File: src/rtl/icache_refill_ctrl_if.sv
// Bus bundle for the i-cache refill controller.
//
// Carries both sides of the controller:
//   cache side  : req_valid/req_ready/req_addr, resp_valid/resp_addr/resp_data, flush
//   memory side : mem_read/mem_address (out), mem_readdata/mem_busywait (in)
//
// Modports:
//   master : the refill controller. It serves the cache and initiates every
//            memory read.
//   slave  : the environment, that is, the cache plus the instruction memory.
interface icache_refill_ctrl_if #(
  parameter int ADDR_W  = 28,
  parameter int BLOCK_W = 128
);
  logic               req_valid;
  logic               req_ready;
  logic [ADDR_W-1:0]  req_addr;
  logic               resp_valid;
  logic [ADDR_W-1:0]  resp_addr;
  logic [BLOCK_W-1:0] resp_data;
  logic               flush;
  logic               mem_read;
  logic [ADDR_W-1:0]  mem_address;
  logic [BLOCK_W-1:0] mem_readdata;
  logic               mem_busywait;

  modport master (
    input  req_valid, req_addr, flush, mem_readdata, mem_busywait,
    output req_ready, resp_valid, resp_addr, resp_data, mem_read, mem_address
  );

  modport slave (
    output req_valid, req_addr, flush, mem_readdata, mem_busywait,
    input  req_ready, resp_valid, resp_addr, resp_data, mem_read, mem_address
  );
endinterface

File: src/rtl/icache_refill_ctrl.sv
// I-cache refill controller with a one-entry next-block stream buffer.
//
// The controller accepts one block request at a time. A hit in the stream
// buffer is answered in one cycle. A miss drives the byte-serial memory
// handshake (read/address/busywait) and returns the captured 128-bit block.
// After each response it can prefetch the next sequential block into the
// buffer. Asserting flush invalidates the buffer.
//
// Ports:
//   clock     : rising-edge clock
//   reset     : asynchronous, active-low reset
//   bus       : cache request/response, flush and memory handshake (master side)
//   hit_count : saturating 16-bit count of stream-buffer hits
module icache_refill_ctrl #(
  parameter int ADDR_W      = 28,
  parameter int BLOCK_W     = 128,
  parameter bit PREFETCH_EN = 1'b1
) (
  input  logic                 clock,
  input  logic                 reset,
  icache_refill_ctrl_if.master bus,
  output logic [15:0]          hit_count
);

  typedef enum logic [2:0] {IDLE, DEMAND, DCAP, RESP, PREFETCH, PCAP} state_t;

  state_t             state_q, state_d;
  logic [ADDR_W-1:0]  mem_address_q, mem_address_d;
  logic [ADDR_W-1:0]  resp_addr_q, resp_addr_d;
  logic [BLOCK_W-1:0] resp_data_q, resp_data_d;
  logic [ADDR_W-1:0]  pf_addr_q, pf_addr_d;
  logic [BLOCK_W-1:0] pf_data_q, pf_data_d;
  logic               pf_valid_q, pf_valid_d;
  logic               stale_q, stale_d;
  logic [15:0]        hit_count_q, hit_count_d;
  logic               accept;
  logic               hit;

  function automatic logic [15:0] sat_inc16(input logic [15:0] v);
    return (v == 16'hFFFF) ? v : v + 16'd1;
  endfunction

  assign bus.req_ready   = (state_q == IDLE);
  assign bus.resp_valid  = (state_q == RESP);
  assign bus.resp_addr   = resp_addr_q;
  assign bus.resp_data   = resp_data_q;
  assign bus.mem_read    = (state_q == DEMAND) || (state_q == PREFETCH);
  assign bus.mem_address = mem_address_q;
  assign hit_count       = hit_count_q;

  assign accept = bus.req_valid && (state_q == IDLE);
  // A flush in the same cycle as the request wins, so that request is a miss.
  assign hit    = pf_valid_q && (pf_addr_q == bus.req_addr) && !bus.flush;

  always_comb begin
    state_d       = state_q;
    mem_address_d = mem_address_q;
    resp_addr_d   = resp_addr_q;
    resp_data_d   = resp_data_q;
    pf_addr_d     = pf_addr_q;
    pf_data_d     = pf_data_q;
    pf_valid_d    = pf_valid_q;
    stale_d       = stale_q;
    hit_count_d   = hit_count_q;

    if (bus.flush) pf_valid_d = 1'b0;

    case (state_q)
      IDLE: begin
        stale_d = 1'b0;
        if (accept) begin
          if (hit) begin
            resp_data_d = pf_data_q;
            resp_addr_d = pf_addr_q;
            pf_valid_d  = 1'b0;
            hit_count_d = sat_inc16(hit_count_q);
            state_d     = RESP;
          end else begin
            mem_address_d = bus.req_addr;
            state_d       = DEMAND;
          end
        end
      end
      DEMAND: begin
        if (!bus.mem_busywait) state_d = DCAP;
      end
      // The last byte lands on the edge where busywait is seen low, so the
      // block is complete only one cycle later.
      DCAP: begin
        resp_data_d = bus.mem_readdata;
        resp_addr_d = mem_address_q;
        state_d     = RESP;
      end
      RESP: begin
        if (PREFETCH_EN) begin
          mem_address_d = resp_addr_q + ADDR_W'(1);
          state_d       = PREFETCH;
        end else begin
          state_d = IDLE;
        end
      end
      // A started read cannot be aborted because the memory does not rewind.
      // A flush therefore only marks the result stale.
      PREFETCH: begin
        if (bus.flush) stale_d = 1'b1;
        if (!bus.mem_busywait) state_d = PCAP;
      end
      PCAP: begin
        if (!stale_q && !bus.flush) begin
          pf_data_d  = bus.mem_readdata;
          pf_addr_d  = mem_address_q;
          pf_valid_d = 1'b1;
        end
        // PCAP always enters IDLE, so the stale flag ends here.
        stale_d = 1'b0;
        state_d = IDLE;
      end
      default: state_d = IDLE;
    endcase
  end

  always_ff @(posedge clock or negedge reset) begin
    if (!reset) begin
      state_q       <= IDLE;
      mem_address_q <= '0;
      resp_addr_q   <= '0;
      resp_data_q   <= '0;
      pf_addr_q     <= '0;
      pf_data_q     <= '0;
      pf_valid_q    <= 1'b0;
      stale_q       <= 1'b0;
      hit_count_q   <= '0;
    end else begin
      state_q       <= state_d;
      mem_address_q <= mem_address_d;
      resp_addr_q   <= resp_addr_d;
      resp_data_q   <= resp_data_d;
      pf_addr_q     <= pf_addr_d;
      pf_data_q     <= pf_data_d;
      pf_valid_q    <= pf_valid_d;
      stale_q       <= stale_d;
      hit_count_q   <= hit_count_d;
    end
  end

endmodule

File: src/flat_wrapper.sv
// flat-port wrapper written by rule: the top's interface ports become plain ports
module icache_refill_ctrl_flat 
#(
  parameter int ADDR_W      = 28,
  parameter int BLOCK_W     = 128,
  parameter bit PREFETCH_EN = 1'b1
)
  (clock, reset, hit_count, bus_req_valid, bus_req_addr, bus_flush, bus_mem_readdata, bus_mem_busywait, bus_req_ready, bus_resp_valid, bus_resp_addr, bus_resp_data, bus_mem_read, bus_mem_address);
  icache_refill_ctrl_if #(.ADDR_W(ADDR_W), .BLOCK_W(BLOCK_W)) bus_i ();
  input  logic clock;
  input  logic reset;
  output logic [15:0] hit_count;
  input wire logic [$bits(bus_i.req_valid)-1:0] bus_req_valid;
  input wire logic [$bits(bus_i.req_addr)-1:0] bus_req_addr;
  input wire logic [$bits(bus_i.flush)-1:0] bus_flush;
  input wire logic [$bits(bus_i.mem_readdata)-1:0] bus_mem_readdata;
  input wire logic [$bits(bus_i.mem_busywait)-1:0] bus_mem_busywait;
  output wire logic [$bits(bus_i.req_ready)-1:0] bus_req_ready;
  output wire logic [$bits(bus_i.resp_valid)-1:0] bus_resp_valid;
  output wire logic [$bits(bus_i.resp_addr)-1:0] bus_resp_addr;
  output wire logic [$bits(bus_i.resp_data)-1:0] bus_resp_data;
  output wire logic [$bits(bus_i.mem_read)-1:0] bus_mem_read;
  output wire logic [$bits(bus_i.mem_address)-1:0] bus_mem_address;
  assign bus_i.req_valid = bus_req_valid;
  assign bus_i.req_addr = bus_req_addr;
  assign bus_i.flush = bus_flush;
  assign bus_i.mem_readdata = bus_mem_readdata;
  assign bus_i.mem_busywait = bus_mem_busywait;
  assign bus_req_ready = bus_i.req_ready;
  assign bus_resp_valid = bus_i.resp_valid;
  assign bus_resp_addr = bus_i.resp_addr;
  assign bus_resp_data = bus_i.resp_data;
  assign bus_mem_read = bus_i.mem_read;
  assign bus_mem_address = bus_i.mem_address;
  icache_refill_ctrl #(.ADDR_W(ADDR_W), .BLOCK_W(BLOCK_W), .PREFETCH_EN(PREFETCH_EN)) u_core (.clock(clock), .reset(reset), .bus(bus_i), .hit_count(hit_count));
endmodule
File: config.mk
export PLATFORM = sky130hd
export DESIGN_NAME = icache_refill_ctrl_flat
export DESIGN_NICKNAME = d
export VERILOG_FILES = /design/src/rtl/icache_refill_ctrl_if.sv /design/src/rtl/icache_refill_ctrl.sv /design/src/flat_wrapper.sv
export SDC_FILE = /design/constraint.sdc
export NUM_CORES = 1
export LEC_CHECK = 0
export CORE_MARGIN = 1.5
export CORE_UTILIZATION = 54
export CTS_CLUSTER_SIZE = 8
export DETAILED_ROUTE_END_ITERATION = 10
export GPL_TIMING_DRIVEN = 0
export PLACE_DENSITY_LB_ADDON = 0.3
export SYNTH_ARGS = -nofsm -noshare
export SYNTH_HDL_FRONTEND = slang
export SYNTH_SLANG_ARGS = --single-unit
File: constraint.sdc
create_clock -name clock -period 3.75 [get_ports clock]
set_input_delay 0.5625 -clock clock [delete_from_list [all_inputs] [get_ports clock]]
set_output_delay 0.5625 -clock clock [all_outputs]
set_load 0.01 [all_outputs]
**After elaboration in Yosys (flattened, before gate mapping)**

Index checks and enable logic that the tools add are counted.

- Flip-flop bits (word level): 361
- Input bits: 161
- Output and inout port bits: 203
- Logic and storage cells: 64

- Add/sub/neg operators: 2
- Equal/unequal tests: 13
- Mux-type cells: 21
- Bitwise logic cells: 1
- Reductions and logical operators: 18

Operator list:

| cell | count |
|---|---|
| $mux W128 | 2 |
| $pmux W128 S2 | 1 |
| $mux W28 | 4 |
| $pmux W28 S2 | 2 |
| $add A28 B1 Y28 const B | 1 |
| $eq A28 B28 Y1 | 1 |
| $add A16 B1 Y16 const B | 1 |
| $eq A16 B16 Y1 const B | 1 |
| $pmux W3 S5 | 1 |
| $mux W3 | 3 |
| $reduce_and A3 Y1 | 3 |
| $ne A2 B2 Y1 const B | 4 |
| $eq A3 B2 Y1 const B | 2 |
| $eq A3 B3 Y1 const B | 2 |
| $reduce_bool A2 Y1 | 3 |
| $mux W1 | 5 |
| $logic_and A1 B1 Y1 | 4 |
| $ne A2 B1 Y1 const B | 2 |
| $pmux W1 S2 | 2 |
| $reduce_and A2 Y1 | 2 |
| $reduce_and A4 Y1 | 1 |
| $eq A3 B1 Y1 const B | 1 |
| $logic_not A3 Y1 | 1 |
| $logic_not A1 Y1 | 2 |
| 4 further kinds | 4 |

**Depth between registers and ports, before layout**

- Depth in word-level cells: 6
- Mapped depth: 9
- Mapped depth without buffers: 7

**Least setup slack after synthesis**

Ideal clock, no wire load.

- Kind: input to register
- Start point: input bus_flush
- End point: register u_core.resp_data_q[28], in the netlist u_core.bus.resp_data[28]
- Setup time: 141 ps
- Data arrival time: 2181 ps
- Data required time: 3609 ps
- Setup slack: 1428 ps
- Cell stages on the path: 8
- Buffers on the path: 2
- Cell sequence: nand2b_1 > a2111oi_0 > and3_1 > nand4_1 > clkbuf_1 > clkbuf_1 > nand2_1 > a31oi_1

- Word-level cells in the longest chain between the ends: 4

RTL lines:

| element | line | RTL |
|---|---|---|
| from (decl) | flat_wrapper.sv:15 | `input wire logic [$bits(bus_i.flush)-1:0] bus_flush;` |
| $logic_not A1 Y1 | icache_refill_ctrl.sv:53 | `assign hit = pf_valid_q && (pf_addr_q == bus.req_addr) && !bus.flush;` |
| $logic_and A1 B1 Y1 | icache_refill_ctrl.sv:53 |  |
| $ne A2 B1 Y1 (no line) | n/a |  |
| $reduce_and A3 Y1 (no line) | n/a |  |
| to (signal assigned) | icache_refill_ctrl.sv:137 | `resp_data_q <= resp_data_d;` |
| to (decl) | icache_refill_ctrl.sv:30 | `logic [BLOCK_W-1:0] resp_data_q, resp_data_d;` |

Every way passes these cells.
A chain may end at the register's enable or synchronous reset.

**Worst setup path after layout**

- Start point: register u_core.state_q[1]
- End point: output bus_resp_valid

- Word-level cells in the longest chain between the ends: 1

RTL lines:

| element | line | RTL |
|---|---|---|
| from (decl) | icache_refill_ctrl.sv:27 | `state_t state_q, state_d;` |
| from (signal assigned) | icache_refill_ctrl.sv:134 | `state_q <= state_d;` |
| $eq A3 B2 Y1 | icache_refill_ctrl.sv:44 | `assign bus.resp_valid = (state_q == RESP);` |
| to (decl) | flat_wrapper.sv:19 | `output wire logic [$bits(bus_i.resp_valid)-1:0] bus_resp_valid;` |

Every way passes these cells.

==> summary.txt <==
Synth
  – Synth warn: 0
  – Synth area leader: dfrtp_1
  – Synth Net Count: 1,699
  – Sequential element share of the synthesized area: 57.1%
  – Post-Syn Area: 15,800 µm²
  – Synth unique cells: 40
  – Synth top area share: 57.1%
  – Post-synth EDFFs: 0
  – Synth top area cells: dfrtp_1 57%, mux2_2 11%, nand2_1 8.4%
  – Synthesized flop and latch total: 361
  – Ys async rst share: 100%
  – Synth Instances: 1,536
  – Syn_area_per_cell: 10.3 µm²
  – Ys flop type: dfrtp_1

Critical path
  – Crit-path max cell delay: 650 ps
  – R2R cell count: 8
  – Reg2reg setup slack: 510 ps
  – R2r startpoint: u_core.pf_addr_q[26]$_DFFE_PN0P_
  – Endpoint type of the worst setup path: output pin
  – CP Data Required Time: 3190 ps
  – Worst R2R End: u_core.bus.resp_data[84]$_DFFE_PN0P_
  – Setup Crit Path Kind: flop to output pin
  – CP max FO: 18
  – WP data arrival: 2790 ps
  – Critical-path top delay cell: clkdlybuf4s50_1
  – CP cell instances: clkbuf_1, nand3b_1, inv_2, clkdlybuf4s50_1
  – Setup crit start kind: flop

Floorplan
  – Row Count: 62
  – Die footprint: 30,400 µm²
  – # IOs: 364
  – Total core area: 28,800 µm²
  – Vert. Die Dim: 174 µm
  – Die W: 174 µm
  – Initial Utilization: 55.0%

Power and ir drop
  – Static leakage: 9.45 nW
  – Power Dens Cells: 831 nW/µm²
  – VDD IR max: 0.470 mV

Timing
  – RSZ-0062 raised after global routing: no
  – Final Hold Fails: 0
  – Max Slew Vio Count: 0
  – Relative slew slack: 26.0%
  – Min Clock Period, post-route: 3350 ps
  – Total negative slack: 0 ps
  – Endpoints failing setup: 0
  – Hold Slack: 16.9 ps
  – Clock Skew: 16.2 ps
  – Least-Margin Pin Slew: 1100 ps
  – Fmax: 298 MHz
  – Final Cycle Share: 89.5%

CTS
  – Cts repair resizes: 0
  – Clk slew on worst S/H paths: 60 ps
  – # hold bufs at CTS: 0
  – CTS tree: yes
  – Clock sinks: 361
  – Post-CTS setup repair buffer count: 0
  – Worst-Skew Late Latency: 550 ps
  – Max clock buf depth: 3
  – Num CTS Buffers: 51
  – H-Tree Level Count: 2
  – CTS root buffer: clkbuf_16

Global routing
  – GRT Total Usage: 30.6%
  – First-pass GRT wire length: 73,800 µm
  – GRT Residual Overflow: 0
  – Largest net degree at the start of global routing: 111
  – Initial antenna violation count: 3
  – Vias in the first global route: 13,900

Detailed routing
  – Routed Antenna Nets: 0
  – Via density: 5.81
  – Via count: 13,600
  – Initial drt markers: 1,041
  – Final wirelength: 46,700 µm
  – Drt drc: 0
  – First-pass DRT Iterations: 5
  – WL/cell: 19.9 µm

Outcome
  – Status: finished clean

Cells and area
  – Nets: 2,117
  – P&R area growth vs syn: 35.1%
  – Commonest cells after routing, fill and taps aside: 362 x clkdlybuf4s50_1, 361 x dfrtp_1, 356 x nand2_1
  – Leading cell type in the layout, fill and taps excluded: clkdlybuf4s50_1
  – Fraction of layout cells with a size suffix above 1: 12.3%

Placed design
  – Global placement routability congestion: 0.898
  – Buffers on Ports: 363
  – Detailed Place HPWL: 32,100 µm

Hold path
  – HP Class: input port to async pin

Run
  – Max-Cap Viols: 0
[state kept, by name, indices dropped and copies added (netlist names)]
signal / count
u_core.hit_count: 16
u_core.pf_valid_q: 1
u_core.state_q: 3
u_core.pf_addr_q: 28
u_core.bus.resp_data: 128
u_core.bus.resp_addr: 28
u_core.stale_q: 1
u_core.bus.mem_address: 28
u_core.pf_data_q: 128
[report_power, final]
part           leakage (nW)  internal [W]  switching, W
registers              4.31       0.00573       0.00138
clock network         0.668       0.00247       0.00158
logic                  4.48       0.00352       0.00310
[critical path: cells and delay by family (launching register included)]
kind | cells | cell delay [ps]
simple gates | 1 | 360
flops | 1 | 320
buf+inv | 3 | 1560
[per-stage QoR]
| stage | total power, W | instance area, µm² | setup WS, ps | instances | utilization [%] |
|---|---|---|---|---|---|
| finish | 0.0178 | 21400 | 396 | 2343 | 74.3 |
| global route | 0.0187 | 21400 | 251 | 2343 | 74.3 |
| CTS | 0.0178 | 21400 | 390 | 2341 | 74.3 |
| detailed placement | 0.0136 | 20000 | -111 | 2286 | 69.6 |
| global placement | 0.0134 | 19900 | -13390 | 2283 | 69.3 |
| floorplan | 0.0101 | 15800 | 1430 | 1536 | - |
[synth_stat cells (2+ instances only)]
cell       instances
nor2b_1            3
clkbuf_1          79
a21oi_1           13
mux2i_1           17
nor4_1             5
nor4b_1            2
buf_4             17
a31oi_1          156
o31ai_1            2
o21ai_0           33
inv_1             12
nand2_1          356
dfrtp_1          361
xnor2_1           49
or4_1              2
and3_1            14
nand3_1           13
mux2_2           159
nor3_1             4
or3_1              2
xor2_1             9
nor2_1           175
buf_2              2
o2111ai_1          2
nand4_1           25
ha_1               2
nand2b_1           9
[area by class of cell]
cell class              count  area [µm²]
diodes                      2        5.00
plain buffers              98         434
clock buffers              54        1330
clock inverters             2        28.8
fillers                  1952        7390
inverters                  13        48.8
multi-input cells        1063        6310
flip-flops and latches    361        9030
well taps                 384         480
repair buffers            366        3720
[logic make-up after synthesis]
family	share of synthesized area, %
AO/OA/AOI/OAI	8.17
XOR/XNOR	3.21
adder cells (fa/ha/maj)	0.158
buffers and inverters	3.07
flip-flops	57.1
multiplexers	12.4
AND/OR/NAND/NOR	15.9
[worst max-delay path by stage]
| stage | endpoint | startpoint | slack, ps |
|---|---|---|---|
| finish | bus_resp_valid | u_core.state_q[1]$_DFFE_PN0P_ | 400 |
| global route | bus_resp_valid | u_core.state_q[1]$_DFFE_PN0P_ | 250 |
| CTS | bus_resp_valid | u_core.state_q[1]$_DFFE_PN0P_ | 390 |
| detailed placement | u_core.bus.resp_data[84]$_DFFE_PN0P_ | bus_req_addr[26] | -110 |
| global placement | u_core.bus.resp_data[101]$_DFFE_PN0P_ | reset | -13390 |
| floorplan | u_core.bus.resp_data[28]$_DFFE_PN0P_ | bus_flush | 1430 |
[routing by layer]
layer / global-route usage, % / share of wire (%) / up-vias
met5: 0 / 0.028 / -
met4: 14.9 / 4.8 / 2
met1: 39.3 / 40 / 6765
li1: - / - / 6073
met2: 48.9 / 47 / 623
met3: 7.33 / 8.3 / 158
(Power assumes the default switching activity.)
==> patch 1 (same settings) <==
`ADDR_W` is set to 28 in 3 places; all go to 32.
--- a/src/rtl/icache_refill_ctrl_if.sv
+++ b/src/rtl/icache_refill_ctrl_if.sv
@@ -9,7 +9,7 @@
 //            memory read.
 //   slave  : the environment, that is, the cache plus the instruction memory.
 interface icache_refill_ctrl_if #(
-  parameter int ADDR_W  = 28,
+  parameter int ADDR_W  = 32,
   parameter int BLOCK_W = 128
 );
   logic               req_valid;
--- a/src/rtl/icache_refill_ctrl.sv
+++ b/src/rtl/icache_refill_ctrl.sv
@@ -12,7 +12,7 @@
 //   bus       : cache request/response, flush and memory handshake (master side)
 //   hit_count : saturating 16-bit count of stream-buffer hits
 module icache_refill_ctrl #(
-  parameter int ADDR_W      = 28,
+  parameter int ADDR_W      = 32,
   parameter int BLOCK_W     = 128,
   parameter bit PREFETCH_EN = 1'b1
 ) (
--- a/src/flat_wrapper.sv
+++ b/src/flat_wrapper.sv
@@ -1,7 +1,7 @@
 // flat-port wrapper written by rule: the top's interface ports become plain ports
 module icache_refill_ctrl_flat 
 #(
-  parameter int ADDR_W      = 28,
+  parameter int ADDR_W      = 32,
   parameter int BLOCK_W     = 128,
   parameter bit PREFETCH_EN = 1'b1
 )
Interface: changed (resized bus_mem_address, bus_req_addr and bus_resp_addr); port bits go from 364 to 376. No check against the original RTL was run, so the function may have changed too.
==> patch 1 against the original RTL <==
  * Synthesized area grew 4.1%
  * The flow now finishes with violations (hold timing)
  * Sequential share of layout area is 0.15 points lower
  * Sequential cell count rose by 12
  * Design area up 3.7%
  * Critical endpoint is now u_core.bus.resp_data[61]
  * Routed wire length rose by 8.2%
  * Combinational power is 6.0% higher
  * Clock power is 1% higher
  * Via count up 6.1%
  * Power is 3.7% higher
  * Setup slack got worse by 260 ps
==> patch 1: results (changes against the original RTL) <==
finish:
  multi_input_gate_share_of_total_cell_area_pct: 29.7  # was 29.5%
  inverters: 11  # was 13
  clk_tree_area_share_pct: 6.09  # was 6.35%
  signal_buffers: 482  # was 464
  finalNetCount: 2213  # was 2117
  final.clkbuf_count: 52  # was 54
  final-seq-area_sq_um: 9330  # was 9030 sq um
  layout.comb_gates.multi_input: 1126  # was 1063
  num_antenna_cells: 4  # was 2
  fraction_of_layout_instances_using_a_drive_strength_above_1_pct: 12.6  # was 12.3%
  n_fill_cell: 2042  # was 1952
  stdcell_count: 2442  # was 2343
  signal_buffer_area_fraction_pct: 19.7  # was 19.4%
clock_network:
  cts_buffers: 52  # was 51
detailed_routing:
  detailedRoute.firstIterationViolations: 1408  # was 1041
  route.layer.met1.wl_microns: 19900  # was 18600 microns
  route.met2.wl_microns: 24000  # was 21900 microns
  detail_route.wl_per_cell_microns: 20.7  # was 19.9 microns
  dr_wl_met3_microns: 4650  # was 3860 microns
  vias: 14448  # was 13621
logic_synthesis:
  mappedNetlistNets: 1781  # was 1699
  synthCells: 1614  # was 1536
  synth_async_sr_flop_share_pct: 100  # unchanged
  ys_seq_elements: 373  # was 361
  synth.yosys.seq_area_share_pct: 56.6  # was 57.1%
  synth.area.top_cells: "dfrtp_1, mux2_2, nand2_1, a31oi_1, nor2_1"  # unchanged
  commonest_cells_post_synth: "dfrtp_1, nand2_1, nor2_1, mux2_2, a31oi_1"  # unchanged
  ys_types: 42  # was 40
critical_path:
  path_delay_family: "simple AND/OR/NAND/NOR gates"  # was buffers and inverters
  worst-path-max-fanout: 10  # was 18
  critical_path.max_stage_delay_ps: 560  # was 650 ps
  critical_path.slowest_cell: "or4_1"  # was clkdlybuf4s50_1
  worstPathArrival_ps: 4070  # was 2790 ps
pwr:
  pwr-share-comb_pct: 38.1  # was 37.2%
  power.clock.fraction_pct: 22.2  # was 22.8%
  leakagePower_uw: 0.00989  # was 0.00945 uW
  p_sw_share_pct: 35.0  # was 34.1%
  ir_drop_mv: 0.609  # was 0.470 mV
global_routing:
  groute.layer.met2.usage_pct: 50.5  # was 48.9%
  gr-usage-all-layers_pct: 31.7  # was 30.6%
  maximum_number_of_pins_on_one_net_before_global_route_repair: 119  # was 111
  antenna_found_initial: 5  # was 3
  first_pass_grt_wire_length_microns: 77800  # was 73800 microns
  grt_use_met1_pct: 41.0  # was 39.3%
sta:
  actual_transition_at_the_worst_max_transition_pin_ps: 921  # was 1100 ps
  number_of_hold_violations_in_the_final_report: 3  # was 0
  hold_ws_ps: -12.0  # was 16.9 ps
  skew_ps: 16.3  # was 16.2 ps
outcome:
  failed_checks: "hold timing"
  run_status: "finished with violations"  # was finished clean
placement:
  dpl.hpwl_microns: 35100  # was 32100 microns
  place.gp.congestion: 0.927  # was 0.898
## patch 1: cell types whose count changed after synthesis, sizes merged, moves of 10 or more
cell	before	now
xnor2	49	22
a21oi	13	26
nor2b	3	13
buf	20	41
dfrtp	361	373
nor2	175	193
nand2	356	371
mux2i	17	6
clkbuf	79	63
xor2	9	39
nand4	25	13
## patch 1: logic make-up (layout without fill, tap and decap cells)
group	after synthesis	in the layout	share of synthesized area, %
AOI/OAI and AO/OA	244	244	8.98
xor gates and xnor gates	61	61	3.24
adders and majority gates	2	2	0.152
buffers and inverters	115	549	3.48
DFF	373	373	56.6
muxes	167	167	11.4
other	0	4	0
and+or+nand+nor	652	652	16.2
## patch 1: metrics by stage
step	power, uW	instance area, sq um	worst slack [ps]	setup TNS, ps
after floorplan	10500	16500	902	0
after global placement	13900	20700	-14040	-5241440
after detailed placement	14200	20800	-503	-26070
after CTS	18400	22200	30.9	0
after global routing	19400	22200	35.6	0
final	18400	22200	140	0
## patch 1: worst register-to-register path: stages, from the launching register on
cell and delay [ps]:
dfrtp_1 360, buf_2 180, nor3_4 290, nand3_1 220
or4_1 560, or4_1 560, buf_2 220, nor2_4 300
buf_4 330, buf_4 240, nand2_1 90, a31oi_1 190
## patch 1: path summary, 6_finish.rpt
kind	start	to	slack, ps	cells past startpoint
min in group clock	u_core.hit_count[6]	u_core.hit_count[6]	490	1
worst min register to register	u_core.hit_count[6]	u_core.hit_count[6]	490	1
max in group asynchronous	reset	u_core.bus.resp_data[27]	2500	3
worst max register to register	u_core.state_q[1]	u_core.bus.resp_data[61]	140	11
worst max-delay path	u_core.state_q[1]	u_core.bus.resp_data[61]	140	11
worst min-delay path	reset	u_core.pf_addr_q[10]	-10	1
==> patch 2 (same flow settings) <==
Without the edit above. The 6 states of `state_t` get a Gray code encoding in 3 bits.
--- a/src/rtl/icache_refill_ctrl.sv
+++ b/src/rtl/icache_refill_ctrl.sv
@@ -22,7 +22,7 @@
   output logic [15:0]          hit_count
 );
 
-  typedef enum logic [2:0] {IDLE, DEMAND, DCAP, RESP, PREFETCH, PCAP} state_t;
+  typedef enum logic [2:0] {IDLE = 3'b000, DEMAND = 3'b001, DCAP = 3'b011, RESP = 3'b010, PREFETCH = 3'b110, PCAP = 3'b111} state_t;
 
   state_t             state_q, state_d;
   logic [ADDR_W-1:0]  mem_address_q, mem_address_d;
Behaviour: no difference found for any inputs over 4 cycles, from zero or initial values and one cycle with reset low; so few cycles prove little.
==> patch 2 against the original RTL <==
  * Sequential cell count is the same
  * Synthesized area up 1.8%
  * Design area grew 1.4%
  * Power fell by 1.4%
  * Routed wire length decreased by 4.7%
  * Synthesized cell count is 11% lower
  * Sequential share of layout area down 0.57 points
  * Setup slack gained 45 ps
  * Hold slack better by 420 ps
  * Utilization decreased by 0.78 points
  * Combinational power up 0.6%
  * Global-route usage is 1.7 points lower
  * Critical path type unchanged
  * Highest routed layer unchanged
==> patch 2: results (changes against the original RTL) <==
global_routing:
  first_pass_grt_wire_length_microns: 69600  # was 73800 microns
  grt_use_met1_pct: 35.7  # was 39.3%
  gr-usage-all-layers_pct: 28.9  # was 30.6%
  groute.layer.met2.usage_pct: 47.0  # was 48.9%
  maximum_number_of_pins_on_one_net_before_global_route_repair: 124  # was 111
  grt_pass1_vias: 12807  # was 13903
  antenna_found_initial: 6  # was 3
  grtUsageMet3_pct: 9.70  # was 7.33%
clock_network:
  post_cts_hold_buffer_count: 1  # was 0
  htree_levels: 2  # unchanged
logic_synthesis:
  commonest_cells_post_synth: "dfrtp_1, nor2_1, a21oi_1, mux2i_1, mux2_2"  # was dfrtp_1, nand2_1, nor2_1, mux2_2, a31oi_1
  synthCells: 1369  # was 1536
  synth.area.top_cells: "dfrtp_1, mux2_2, mux2i_1, a21oi_1, nor2_1"  # was dfrtp_1, mux2_2, nand2_1, a31oi_1, nor2_1
  synth.yosys.seq_area_share_pct: 56.1  # was 57.1%
  ys_types: 48  # was 40
  mappedNetlistNets: 1532  # was 1699
detailed_routing:
  detailedRoute.firstIterationViolations: 1032  # was 1041
  detail_route.wirelength_microns: 44500  # was 46700 microns
  detail_route.first_pass.iterations: 7  # was 5
  dr_wl_met3_microns: 4210  # was 3860 microns
  route.met2.wl_microns: 21100  # was 21900 microns
  viasPerCell: 5.69  # was 5.81
  detail_route.wl_per_cell_microns: 20.3  # was 19.9 microns
  route.layer.met1.wl_microns: 17500  # was 18600 microns
  route.top_layer_used: "met5"  # unchanged
placement:
  dpl_worst_slack_ps: 390  # was -111 ps
  place.gp.congestion: 0.926  # was 0.898
  dp.cells: 2125  # was 2286
  place_area_sq_um: 20300  # was 20000 sq um
sta:
  actual_transition_at_the_worst_max_transition_pin_ps: 933  # was 1100 ps
  skew_ps: 16.7  # was 16.2 ps
  hold_ws_ps: 440  # was 16.9 ps
  post-route-worst-setup-slack_ps: 441  # was 396 ps
finish:
  finalNetCount: 1952  # was 2117
  fraction_of_layout_instances_using_a_drive_strength_above_1_pct: 13.6  # was 12.3%
critical_path:
  timing.rr.start: "u_core.pf_addr_q[7]"  # was u_core.pf_addr_q[26]
  worstPathArrival_ps: 2750  # was 2790 ps
  rrSetupSlack_ps: 1000  # was 510 ps
  critical_path.startpoint: "u_core.state_q[2]"  # was u_core.state_q[1]
  worst-r2r-cell-count: 7  # was 8
  worst-path-max-fanout: 10  # was 18
  worstReg2RegEnd: "u_core.hit_count[11]"  # was u_core.bus.resp_data[84]
pwr:
  power_report.internal_total_uw: 11600  # was 11700 uW
  ir_drop_mv: 0.523  # was 0.470 mV
  pwr-share-seq_pct: 39.4  # was 40.0%
  pwr-share-comb_pct: 38.0  # was 37.2%
  leakagePower_uw: 0.0103  # was 0.00945 uW
outcome:
  run_status: "finished clean"  # unchanged
-- patch 2: changes by cell type after synthesis, sizes merged, moves of 15 or more --
cell and delta:
nand2 -314, a21oi +156, mux2i +148, a31oi -135, o21ai -31, a22oi +19
clkbuf -15
-- patch 2: layout make-up --
cell class / instances / area, sq um
Multi-Input combinational cell: 912 / 6610
Clock buffer: 53 / 1310
Tap cell: 390 / 488
Clock inverter: 3 / 33.8
Fill cell: 2064 / 7800
Inverter: 9 / 33.8
Buffer: 87 / 439
Timing Repair Buffer: 367 / 3730
Sequential cell: 361 / 9030
Antenna cell: 5 / 12.5
-- patch 2: kinds of logic after synthesis --
logic type / share of synthesized area (%)
DFF: 56.1
buffers and inverters: 2.94
xor gates and xnor gates: 3.15
AOI/OAI and AO/OA: 7.88
and+or+nand+nor: 8.53
adders and majority gates: 0.155
muxes: 21.3
-- patch 2: worst max-delay path: stages, from the launching register on --
cell and delay, ps:
dfrtp_1 390, nor2_1 100, nand2_1 280, inv_2 190, clkbuf_1 580, clkdlybuf4s50_1 670
